<file path="src/rtl/screen_pkg.sv">
// Screen geometry, pixel format and painter state encoding shared by the
// rectangle painter and the framebuffer reader.
package screen_pkg;

    localparam int SCREEN_WIDTH     = 112;
    localparam int SCREEN_HEIGHT    = 112;
    localparam int PIXEL_COLOR_SIZE = 3;
    localparam int FB_ADDR_SIZE     = 14;
    localparam int COORD_SIZE       = 7;

    typedef enum logic [1:0] {
        ST_IDLE  = 2'd0,
        ST_CLIP  = 2'd1,
        ST_WRITE = 2'd2,
        ST_DONE  = 2'd3
    } paint_state_t;

endpackage

</file>
<file path="src/rtl/coor_to_offset.sv">
// Linear framebuffer offset of pixel (x, y): x + y * SCR_WIDTH.
module coor_to_offset
    import screen_pkg::*;
#(
    parameter int SCR_WIDTH = SCREEN_WIDTH,
    parameter int ADDR_SIZE = FB_ADDR_SIZE
) (
    input  logic [COORD_SIZE-1:0] i_x,
    input  logic [COORD_SIZE-1:0] i_y,
    output logic [ADDR_SIZE-1:0]  o_offset
);

    localparam logic [ADDR_SIZE-1:0] ROW_STRIDE = ADDR_SIZE'(SCR_WIDTH);

    always_comb begin
        o_offset = ADDR_SIZE'(i_x) + ADDR_SIZE'(i_y) * ROW_STRIDE;
    end

endmodule

</file>
<file path="src/rtl/rect_painter.sv">
// Fills a screen-clipped rectangle into the framebuffer one pixel per accepted
// write, in raster order, with a start/finish continuation handshake.
module rect_painter
    import screen_pkg::*;
#(
    parameter int SCR_WIDTH  = SCREEN_WIDTH,
    parameter int SCR_HEIGHT = SCREEN_HEIGHT,
    parameter int COLOR_SIZE = PIXEL_COLOR_SIZE,
    parameter int ADDR_SIZE  = FB_ADDR_SIZE
) (
    input  logic                  Clck,
    input  logic                  Reset,
    input  logic                  in_cont_signal,
    input  logic [COORD_SIZE-1:0] rect_x,
    input  logic [COORD_SIZE-1:0] rect_y,
    input  logic [COORD_SIZE-1:0] rect_w,
    input  logic [COORD_SIZE-1:0] rect_h,
    input  logic [COLOR_SIZE-1:0] rect_color,
    output logic [ADDR_SIZE-1:0]  write_addr,
    output logic [COLOR_SIZE-1:0] write_data,
    output logic                  write_en,
    input  logic                  write_ready,
    output logic                  busy,
    output logic                  out_cont_signal,
    input  logic                  next_fin_signal
);

    localparam int SUM_SIZE = COORD_SIZE + 1;
    localparam logic [SUM_SIZE-1:0] SCR_W_S = SUM_SIZE'(SCR_WIDTH);
    localparam logic [SUM_SIZE-1:0] SCR_H_S = SUM_SIZE'(SCR_HEIGHT);

    paint_state_t          r_state;
    paint_state_t          w_next_state;

    logic [COORD_SIZE-1:0] r_x, r_y, r_w, r_h;
    logic [COLOR_SIZE-1:0] r_color;
    logic [SUM_SIZE-1:0]   r_x_end, r_y_end;
    logic [COORD_SIZE-1:0] r_cx, r_cy;

    logic [SUM_SIZE-1:0]   w_x_sum, w_y_sum, w_x_end, w_y_end;
    logic [SUM_SIZE-1:0]   w_cx_inc, w_cy_inc;
    logic                  w_empty, w_accept, w_row_end, w_last;

    // One extra bit keeps x+w and y+h from wrapping before the clip.
    assign w_x_sum = {1'b0, r_x} + {1'b0, r_w};
    assign w_y_sum = {1'b0, r_y} + {1'b0, r_h};
    assign w_x_end = (w_x_sum > SCR_W_S) ? SCR_W_S : w_x_sum;
    assign w_y_end = (w_y_sum > SCR_H_S) ? SCR_H_S : w_y_sum;
    assign w_empty = (r_w == '0) || (r_h == '0) ||
                     ({1'b0, r_x} >= SCR_W_S) || ({1'b0, r_y} >= SCR_H_S);

    assign w_accept  = (r_state == ST_WRITE) && write_ready;
    assign w_cx_inc  = {1'b0, r_cx} + SUM_SIZE'(1);
    assign w_cy_inc  = {1'b0, r_cy} + SUM_SIZE'(1);
    assign w_row_end = (w_cx_inc == r_x_end);
    assign w_last    = w_row_end && (w_cy_inc == r_y_end);

    always_ff @(posedge Clck) begin
        if (Reset) begin
            r_state <= ST_IDLE;
        end else begin
            r_state <= w_next_state;
        end
    end

    always_comb begin
        w_next_state = r_state;
        case (r_state)
            ST_IDLE:  if (in_cont_signal) w_next_state = ST_CLIP;
            ST_CLIP:  w_next_state = w_empty ? ST_DONE : ST_WRITE;
            ST_WRITE: if (w_accept && w_last) w_next_state = ST_DONE;
            ST_DONE:  if (next_fin_signal) w_next_state = ST_IDLE;
            default:  w_next_state = ST_IDLE;
        endcase
    end

    always_ff @(posedge Clck) begin
        if (Reset) begin
            r_x     <= '0;
            r_y     <= '0;
            r_w     <= '0;
            r_h     <= '0;
            r_color <= '0;
            r_x_end <= '0;
            r_y_end <= '0;
            r_cx    <= '0;
            r_cy    <= '0;
        end else begin
            case (r_state)
                ST_IDLE: begin
                    if (in_cont_signal) begin
                        r_x     <= rect_x;
                        r_y     <= rect_y;
                        r_w     <= rect_w;
                        r_h     <= rect_h;
                        r_color <= rect_color;
                    end
                end
                ST_CLIP: begin
                    r_x_end <= w_x_end;
                    r_y_end <= w_y_end;
                    r_cx    <= r_x;
                    r_cy    <= r_y;
                end
                ST_WRITE: begin
                    if (w_accept) begin
                        if (w_row_end) begin
                            r_cx <= r_x;
                            r_cy <= r_cy + COORD_SIZE'(1);
                        end else begin
                            r_cx <= r_cx + COORD_SIZE'(1);
                        end
                    end
                end
                default: ;
            endcase
        end
    end

    coor_to_offset #(
        .SCR_WIDTH (SCR_WIDTH),
        .ADDR_SIZE (ADDR_SIZE)
    ) u_offset (
        .i_x      (r_cx),
        .i_y      (r_cy),
        .o_offset (write_addr)
    );

    // Reset also masks the request combinationally so no write lands on the reset edge.
    always_comb begin
        write_en        = (r_state == ST_WRITE) && !Reset;
        write_data      = r_color;
        busy            = (r_state != ST_IDLE);
        out_cont_signal = (r_state == ST_DONE);
    end

endmodule

</file>
<file path="config.mk">
export PLATFORM = sky130hd
export DESIGN_NAME = rect_painter
export DESIGN_NICKNAME = d
export VERILOG_FILES = /design/src/rtl/screen_pkg.sv /design/src/rtl/coor_to_offset.sv /design/src/rtl/rect_painter.sv
export SDC_FILE = /design/constraint.sdc
export NUM_CORES = 1
export LEC_CHECK = 0
export CELL_PAD_IN_SITES_DETAIL_PLACEMENT = 1
export CELL_PAD_IN_SITES_GLOBAL_PLACEMENT = 1
export CORE_UTILIZATION = 45
export CTS_CLUSTER_SIZE = 14
export DETAILED_ROUTE_END_ITERATION = 10
export GPL_ROUTABILITY_DRIVEN = 0
export MAX_ROUTING_LAYER = met4
export PLACE_DENSITY_LB_ADDON = 0.3
export SLEW_MARGIN = 20
export SYNTH_ARGS = -nofsm -noshare
export SYNTH_HDL_FRONTEND = slang
export SYNTH_SLANG_ARGS = --single-unit
</file>
<file path="constraint.sdc">
create_clock -name Clck -period 6.58 [get_ports Clck]
set_clock_uncertainty 0.05 [all_clocks]
set_input_delay 0.658 -clock Clck [delete_from_list [all_inputs] [get_ports Clck]]
set_output_delay 0.658 -clock Clck [all_outputs]
set_load 0.1 [all_outputs]
</file>
==> metrics.cfg <==
[clock_tree]
cts_setup_buffers=0
clk_latency_ps=350
cts-buffers-inserted=9
cts_tree=yes
cts_resized=0
root_buffer=clkbuf_8
clkTransAtPathRegs_ps=70
cts_hold_buf=0
clockBufferDepth=2
cts_sinks=63
cts_htree_levels=3

[setup_path]
cp-end-kind=output port
r2r-end=r_cy[5]
cp_max_fo=8
worstRegToRegCells=8
cp.arrival_ps=4360
reg2reg_from=r_cx[0]
cp_data_required_time_ps=5870
reg2reg_slack_ps=3780
startpoint_type=register
crit_type=register to output port

[timing]
hold_violations=0
setup_tns_ps=0
layout_setup_ws_ps=1510
whs_ps=410
setup_violations=0
slew_headroom=0.325
fin_crit_sh=0.771
worst_slew_pin_slew_ps=1010
rsz0062_at_grt=false
min_period_ps=5070
max_clock_freq_mhz=197
drv_slew=0

[floorplan]
coreArea_um2=9150
die_area_um2=9790
start_util=0.462
rows=35
io_pins=56
die_h_um=98.9
die_w_um=98.9

[grt]
grt_max_degree=61
first_global_vias=3909
grt_overflow_total=0
grtUsageTotal=0.246
antenna_found_initial=0
grt_first_pass_wirelength_mm=18.6

[layout]
final_cell_mix=82 x nand2_1, 63 x dfxtp_1, 57 x a21oi_1
regArea_um2=1260
n_fill_cell=1090
antenna_cells=0
syn_to_final_growth_pct=18.0
final_area_um2=4990
final_common_cell=nand2_1
layout.nets=633
multi_input_area_um2=2740
drive_above_1_share=0.0469

[status]
status=finished clean

[route]
vias=3769
routedWlPerCell_um=16.3
drt_iter0_markers=92
drcViolationCount=0
wl_mm=10.9
ant_nets=0
routed_via_density=5.67
first_pass_iters=4

[place]
dp_hpwl_mm=8.25
dpl-instance-area_um2=4800
post-place-ws_ps=1860
port-buffer-count=55

[min_path]
hold_path_class=register to register
min_path_cells=2
hp-start=write_data[1]
hold_end=write_data[1]

[synth]
synth_edf_count=0
ys.flop_type=dfxtp_1
synth_warnings=0
synth-seq-cells=63
synthesis.nets=590
synth_cell_type_count=61
async_reset_ff_frac=0
synthCells=508
synth_area_per_cell_um2=8.32
mappedNetlistArea_um2=4230
yosysSeqAreaShare=0.298

[power]
ir_drop_uv=269
p_per_area_nw_per_um2=397
p_leak_nw=2.05

[job]
max_cap_viol_count=0

[worst max-delay path by stage]
stage | start | to | slack (ps) | cells past startpoint
6_report | r_cy[2] | write_addr[13] | 1510 | 11
5_1_grt | r_cy[2] | write_addr[13] | 1200 | 11
4_1_cts | r_cy[2] | write_addr[13] | 1490 | 11
3_5_place_dp | r_cy[2] | write_addr[13] | 1860 | 11
3_3_place_gp | r_cy[2] | write_addr[13] | 1970 | 11
2_1_floorplan | r_cy[2] | write_addr[13] | 1830 | 10
[logic make-up (layout without fill, tap and decap cells)]
family,Yosys count,count (layout),synth area share
adder cells (fa/ha/maj),46,46,0.154
XOR/XNOR,39,39,0.0808
AO/OA/AOI/OAI,124,124,0.201
buffers and inverters,53,99,0.0533
flip-flops,63,63,0.298
AND/OR/NAND/NOR,177,177,0.199
multiplexers,6,6,0.0145
[stage by stage]
stage                     utilization  total power [mW]  std cells
final                           0.545              1.98        665
after global placement          0.525              1.62        651
after floorplan                     -              1.41        508
after CTS                       0.545              1.99        665
after global routing            0.545              2.11        665
after detailed placement        0.525              1.66        651
[worst max-delay path: stages (launching register included)]
cell	delay, ps
dfxtp_1	550
fa_1	490
ha_1	220
fa_1	420
a21o_1	200
a21oi_1	220
o21bai_1	100
a21oi_1	170
xor2_1	120
nor3_1	240
xnor2_1	140
clkdlybuf4s50_1	1140
[sequential cells by signal, indices dropped and copies added (netlist names)]
signal / count
r_w: 7
r_x_end: 8
r_y_end: 8
r_y: 7
r_h: 7
r_cx: 7
write_data: 3
r_cy: 7
r_state: 2
r_x: 7
[synth_stat cells (all sizes together) (6+ instances only)]
cell type	number	share of area
o21ai	11	0.014
a21oi	57	0.067
inv	29	0.026
a32o	8	0.019
xnor2	20	0.041
fa	10	0.047
ha	36	0.11
nand3	15	0.018
and2	6	0.0089
buf	11	0.016
clkbuf	13	0.012
nor2b	8	0.012
xor2	19	0.039
a31oi	6	0.0089
nor3	10	0.012
dfxtp	63	0.30
nor2	23	0.020
nand2b	8	0.012
nand2	82	0.073
[layout make-up]
type	count	share of cell area
multi-input cells	392	0.550
flip-flops and latches	63	0.253
repair buffers	56	0.111
well taps	111	0.0278
clock buffers	10	0.0276
inverters	29	0.0218
clock inverters	4	0.00953
[report_power, final]
group,total (mW),switching [mW],internal (mW)
Clock,0.330,0.151,0.180
Sequential,0.563,0.101,0.462
Combinational,1.09,0.735,0.351
[routing by layer]
layer	vias to the layer above	wire (um)	track usage
met5	-	0	-
met4	0	161	0.0918
met3	18	373	0.0426
met2	81	5350	0.408
met1	1805	4970	0.299
li1	1865	-	-
Note: power is estimated with default switching activity, not from simulation.
==> variant 1 (same flow settings) <==
Set the package constant `COORD_SIZE` to 6 (it was 7).
--- a/src/rtl/screen_pkg.sv
+++ b/src/rtl/screen_pkg.sv
@@ -6,7 +6,7 @@
     localparam int SCREEN_HEIGHT    = 112;
     localparam int PIXEL_COLOR_SIZE = 3;
     localparam int FB_ADDR_SIZE     = 14;
-    localparam int COORD_SIZE       = 7;
+    localparam int COORD_SIZE       = 6;
 
     typedef enum logic [1:0] {
         ST_IDLE  = 2'd0,
Interface: changed (resized rect_h, rect_w, rect_x and rect_y); port bits go from 56 to 52. No check against the original RTL was run, so the function may have changed too.
==> variant 1 against the unedited design <==
Count of clock-buffer cells in the layout shrank 4; first-iteration DRC count grew 64%; sequential share of layout area shrank 0.46 points; sequential cell count shrank 8; worst hold slack gained 2.3 ps; worst setup slack gained 29 ps; synthesized area shrank 9.9%; wire length shrank 5.8%; cell area shrank 11%; total power shrank 14%; largest power group unchanged.
==> variant 1: results (changes against the unedited design) <==
| Metric | Value |
|---|---|
| Port Buffer Count | 51 (-7.3%) |
| Sequential element share of the synthesized area | 0.289 (-0.00913) |
| Hpwl dp | 7.98 mm (-3.3%) |
| Nets | 565 (-11%) |
| Leak | 0.00184 uW (-10%) |
| Most frequent cells after synthesis | nand2_1, dfxtp_1, a21oi_1, ha_1 |
| Top cells by area, synth | dfxtp_1, ha_1, nand2_1, a21oi_1, fa_1 |
| Clk Latency, worst-skew pair | 320 ps (-30 ps) |
| Initial antenna violation count | 0 (unchanged) |
| Largest net degree at the start of global routing | 49 (-20%) |
| Placed cells | 590 (-9.4%) |
| Sw Share | 0.532 (+0.0331) |
| DR vias | 3444 (-8.6%) |
| Post-DR vias/cell | 5.77 (+1.8%) |
| Placed cell area | 4350 um2 (-9.5%) |
| Met1 Routed Length | 4.52 mm (-9.2%) |
| Met3 Resource Use GR | 0.0348 (-0.00776) |
| Met2 Track Usage GR | 0.444 (+0.0363) |
| Worst hold slack | 412 ps (+2.28 ps) |
| GRT Resource Usage Total | 0.256 (+0.00972) |
| Mapped Nets | 527 (-11%) |
| Global-route wire length before repair | 17.2 mm (-7.3%) |
| CTS buffer count | 5 (-4) |
| Biggest regs | r_x_end: 7 flops, r_y_end: 7 flops |
| Status | finished clean |
| Peak supply drop | 0.296 mV (+10%) |
| Met3 wire length | 398 um (+6.7%) |
| Total Wirelength | 10.2 mm (-5.8%) |
| Via count of the first global-routing pass | 3583 (-8.3%) |
| Layout cells sized above 1 | 0.0427 (-0.00425) |
| Crit-path max FO | 9 (+1) |
| Seq pwr share | 0.290 (+0.005) |
| Htree depth | 2 (-1) |
| Iteration-0 DRC Markers | 151 (+64%) |
| Worst R2R Start | r_state[0] |
| Reg2Reg Depth | 6 (-2) |
| Relative slew slack | 0.342 (+0.0171) |
| Cells after synthesis | 454 (-11%) |
| Metal2 WL | 5.19 mm (-3.0%) |
| Crit path capture | write_addr[12] |
| Largest stage delay, worst path | 1170 ps (+30 ps) |
| Met1 Use GR | 0.309 (+0.0101) |
| Pre-CTS WS | 1890 ps (+30.8 ps) |
| Logic pwr share | 0.596 (+0.047) |
| Crit path launch | r_cy[3] |
==> variant 1: cell count changes in the layout (fill, tap and decap cells not counted), sizes merged, moves of 6 or more <==
cell   before  now
a21oi      57   48
a21o        5   12
inv        29   21
dfxtp      63   55
nand2      82   75
nand3      15    9
==> variant 1: logic make-up (layout without fill, tap and decap cells) <==
kind of cell	count (synthesis)	count (layout)	share of synthesized area
compound gates	125	125	0.216
xor+xnor	35	35	0.0874
fa+ha+maj	41	41	0.152
buf+inv	43	81	0.0503
flops	55	55	0.289
mux	9	9	0.0237
simple gates	146	146	0.182
==> variant 1: final cells by class <==
cell class | count | area, um2
timing repair buffer | 52 | 518
multi-input combinational | 356 | 2520
clock buffer | 6 | 82.6
tap | 105 | 131
fill | 1010 | 3780
inverter | 22 | 82.6
sequential | 55 | 1100
clock inverter | 1 | 5.00
==> variant 2 (same flow settings) <==
Made on the original files. Make the reset (`Reset`) asynchronous in 2 clocked blocks.
--- a/src/rtl/rect_painter.sv
+++ b/src/rtl/rect_painter.sv
@@ -55,7 +55,7 @@
     assign w_row_end = (w_cx_inc == r_x_end);
     assign w_last    = w_row_end && (w_cy_inc == r_y_end);
 
-    always_ff @(posedge Clck) begin
+    always_ff @(posedge Clck or posedge Reset) begin
         if (Reset) begin
             r_state <= ST_IDLE;
         end else begin
@@ -74,7 +74,7 @@
         endcase
     end
 
-    always_ff @(posedge Clck) begin
+    always_ff @(posedge Clck or posedge Reset) begin
         if (Reset) begin
             r_x     <= '0;
             r_y     <= '0;
Behaviour: differs if Reset is asserted again (counterexample within 4 cycles, from zero or initial values and one cycle with Reset high); with Reset held inactive, the same outputs for 4 cycles.
==> variant 2 against the unedited design <==
Sequential cell count unchanged; register-to-register slack got worse by 300 ps; clock power increased by 2%; highest routed layer unchanged; total power increased by 24%; maximum frequency decreased by 0.27%; worst setup slack got worse by 14 ps; cell area increased by 8.4%; wire length increased by 6.1%; synthesized cell count decreased by 9.3%; synthesized area increased by 8.4%; worst hold slack improved by 52 ps; sequential power decreased by 1%; critical path type unchanged.
==> variant 2: results (changes against the unedited design) <==
| Metric | Value |
|---|---|
| Clock-cell share | 0.0352 (-0.00195) |
| Met1 Routed Length | 5.20 mm (+4.6%) |
| Synth async-reset ratio | 1.00 (+1.00) |
| Inverter count | 41 (+41%) |
| Crit path launch | r_cy[0] |
| Largest net degree at the start of global routing | 64 (+4.9%) |
| Layout cells sized above 1 | 0.110 (+0.0635) |
| Switching Power | 1350 uW (+36%) |
| Status | finished clean |
| Period Utilization, post-route | 0.773 (+0.00212) |
| Top cells by area, synth | dfrtp_1, ha_1, mux2_2, fa_1, xnor2_1 |
| Synth unique cells | 62 (+1.6%) |
| Iteration-0 DRC Markers | 193 (+110%) |
| Via count of the first global-routing pass | 4008 (+2.5%) |
| NonClk Buf Share | 0.106 (-0.00489) |
| Worst hold slack | 462 ps (+52.0 ps) |
| Sequential element share of the synthesized area | 0.344 (+0.0458) |
| Worst R2R Start | r_h[0] |
| Drt first pass iters | 7 (+3) |
| Register-to-register setup slack | 3480 ps (-300 ps) |
| Met1 Use GR | 0.309 (+0.0103) |
| Pre-CTS WS | 1820 ps (-36.1 ps) |
| Worst path arrival time | 4380 ps (+20 ps) |
| Hpwl dp | 8.75 mm (+6.0%) |
| Seq power | 556 uW (-1%) |
| Metal2 WL | 5.70 mm (+6.5%) |
| Reg2Reg Depth | 9 (+1) |
| Die Wd | 103 um (+4.0%) |
| HP Start | r_x_end[5] |
| Sequential cell area share | 0.291 (+0.0387) |
| Global-route wire length before repair | 19.3 mm (+3.8%) |
| DR vias | 3738 (-0.82%) |
| Worst hold stages | 1 (-1) |
| Nets | 593 (-6.3%) |
| GRT Resource Usage Total | 0.243 (-0.00242) |
| Routed WL per cell | 17.8 um (+8.7%) |
| Hold Crit Endpoint | r_x_end[5] |
| Multi-input gate share of total cell area | 0.508 (-0.0414) |
| Crit Reg-Reg Endpoint | r_y_end[3] |
| Met3 wire length | 386 um (+3.5%) |
| Peak supply drop | 0.711 mV (+160%) |
| Worst slew pin tran | 1070 ps (+58.3 ps) |
| Met3 Resource Use GR | 0.0305 (-0.0120) |
| Met2 Track Usage GR | 0.402 (-0.00621) |
| Leak | 0.00247 uW (+20%) |
| # fillers | 1139 (+4.5%) |
| Power in the clock group | 338 uW (+2%) |
## variant 2: logic make-up (layout without fill, tap and decap cells)
logic type               Yosys count  after routing  synth area share
AND/OR/NAND/NOR                  107            107             0.121
adder cells (fa/ha/maj)           46             46             0.142
XOR/XNOR                          36             36            0.0688
multiplexers                      38             38            0.0931
buffers and inverters             60            115            0.0562
flip-flops                        63             63             0.344
AO/OA/AOI/OAI                    111            111             0.175
## variant 2: per-stage QoR
step | std cells | utilization | total power [uW]
finish | 649 | 0.551 | 2450
global route | 649 | 0.551 | 2570
CTS | 649 | 0.551 | 2460
detailed placement | 633 | 0.531 | 2110
global placement | 633 | 0.531 | 2070
floorplan | 461 | - | 1790
## variant 2: critical path: stages (launching register included)
cell             delay, ps
dfrtp_1                520
fa_1                   520
ha_1                   220
fa_1                   400
a21o_1                 190
a21oi_1                260
nor2_1                  90
a311oi_1               400
nor3_1                 130
xnor2_1                150
clkdlybuf4s50_1       1150
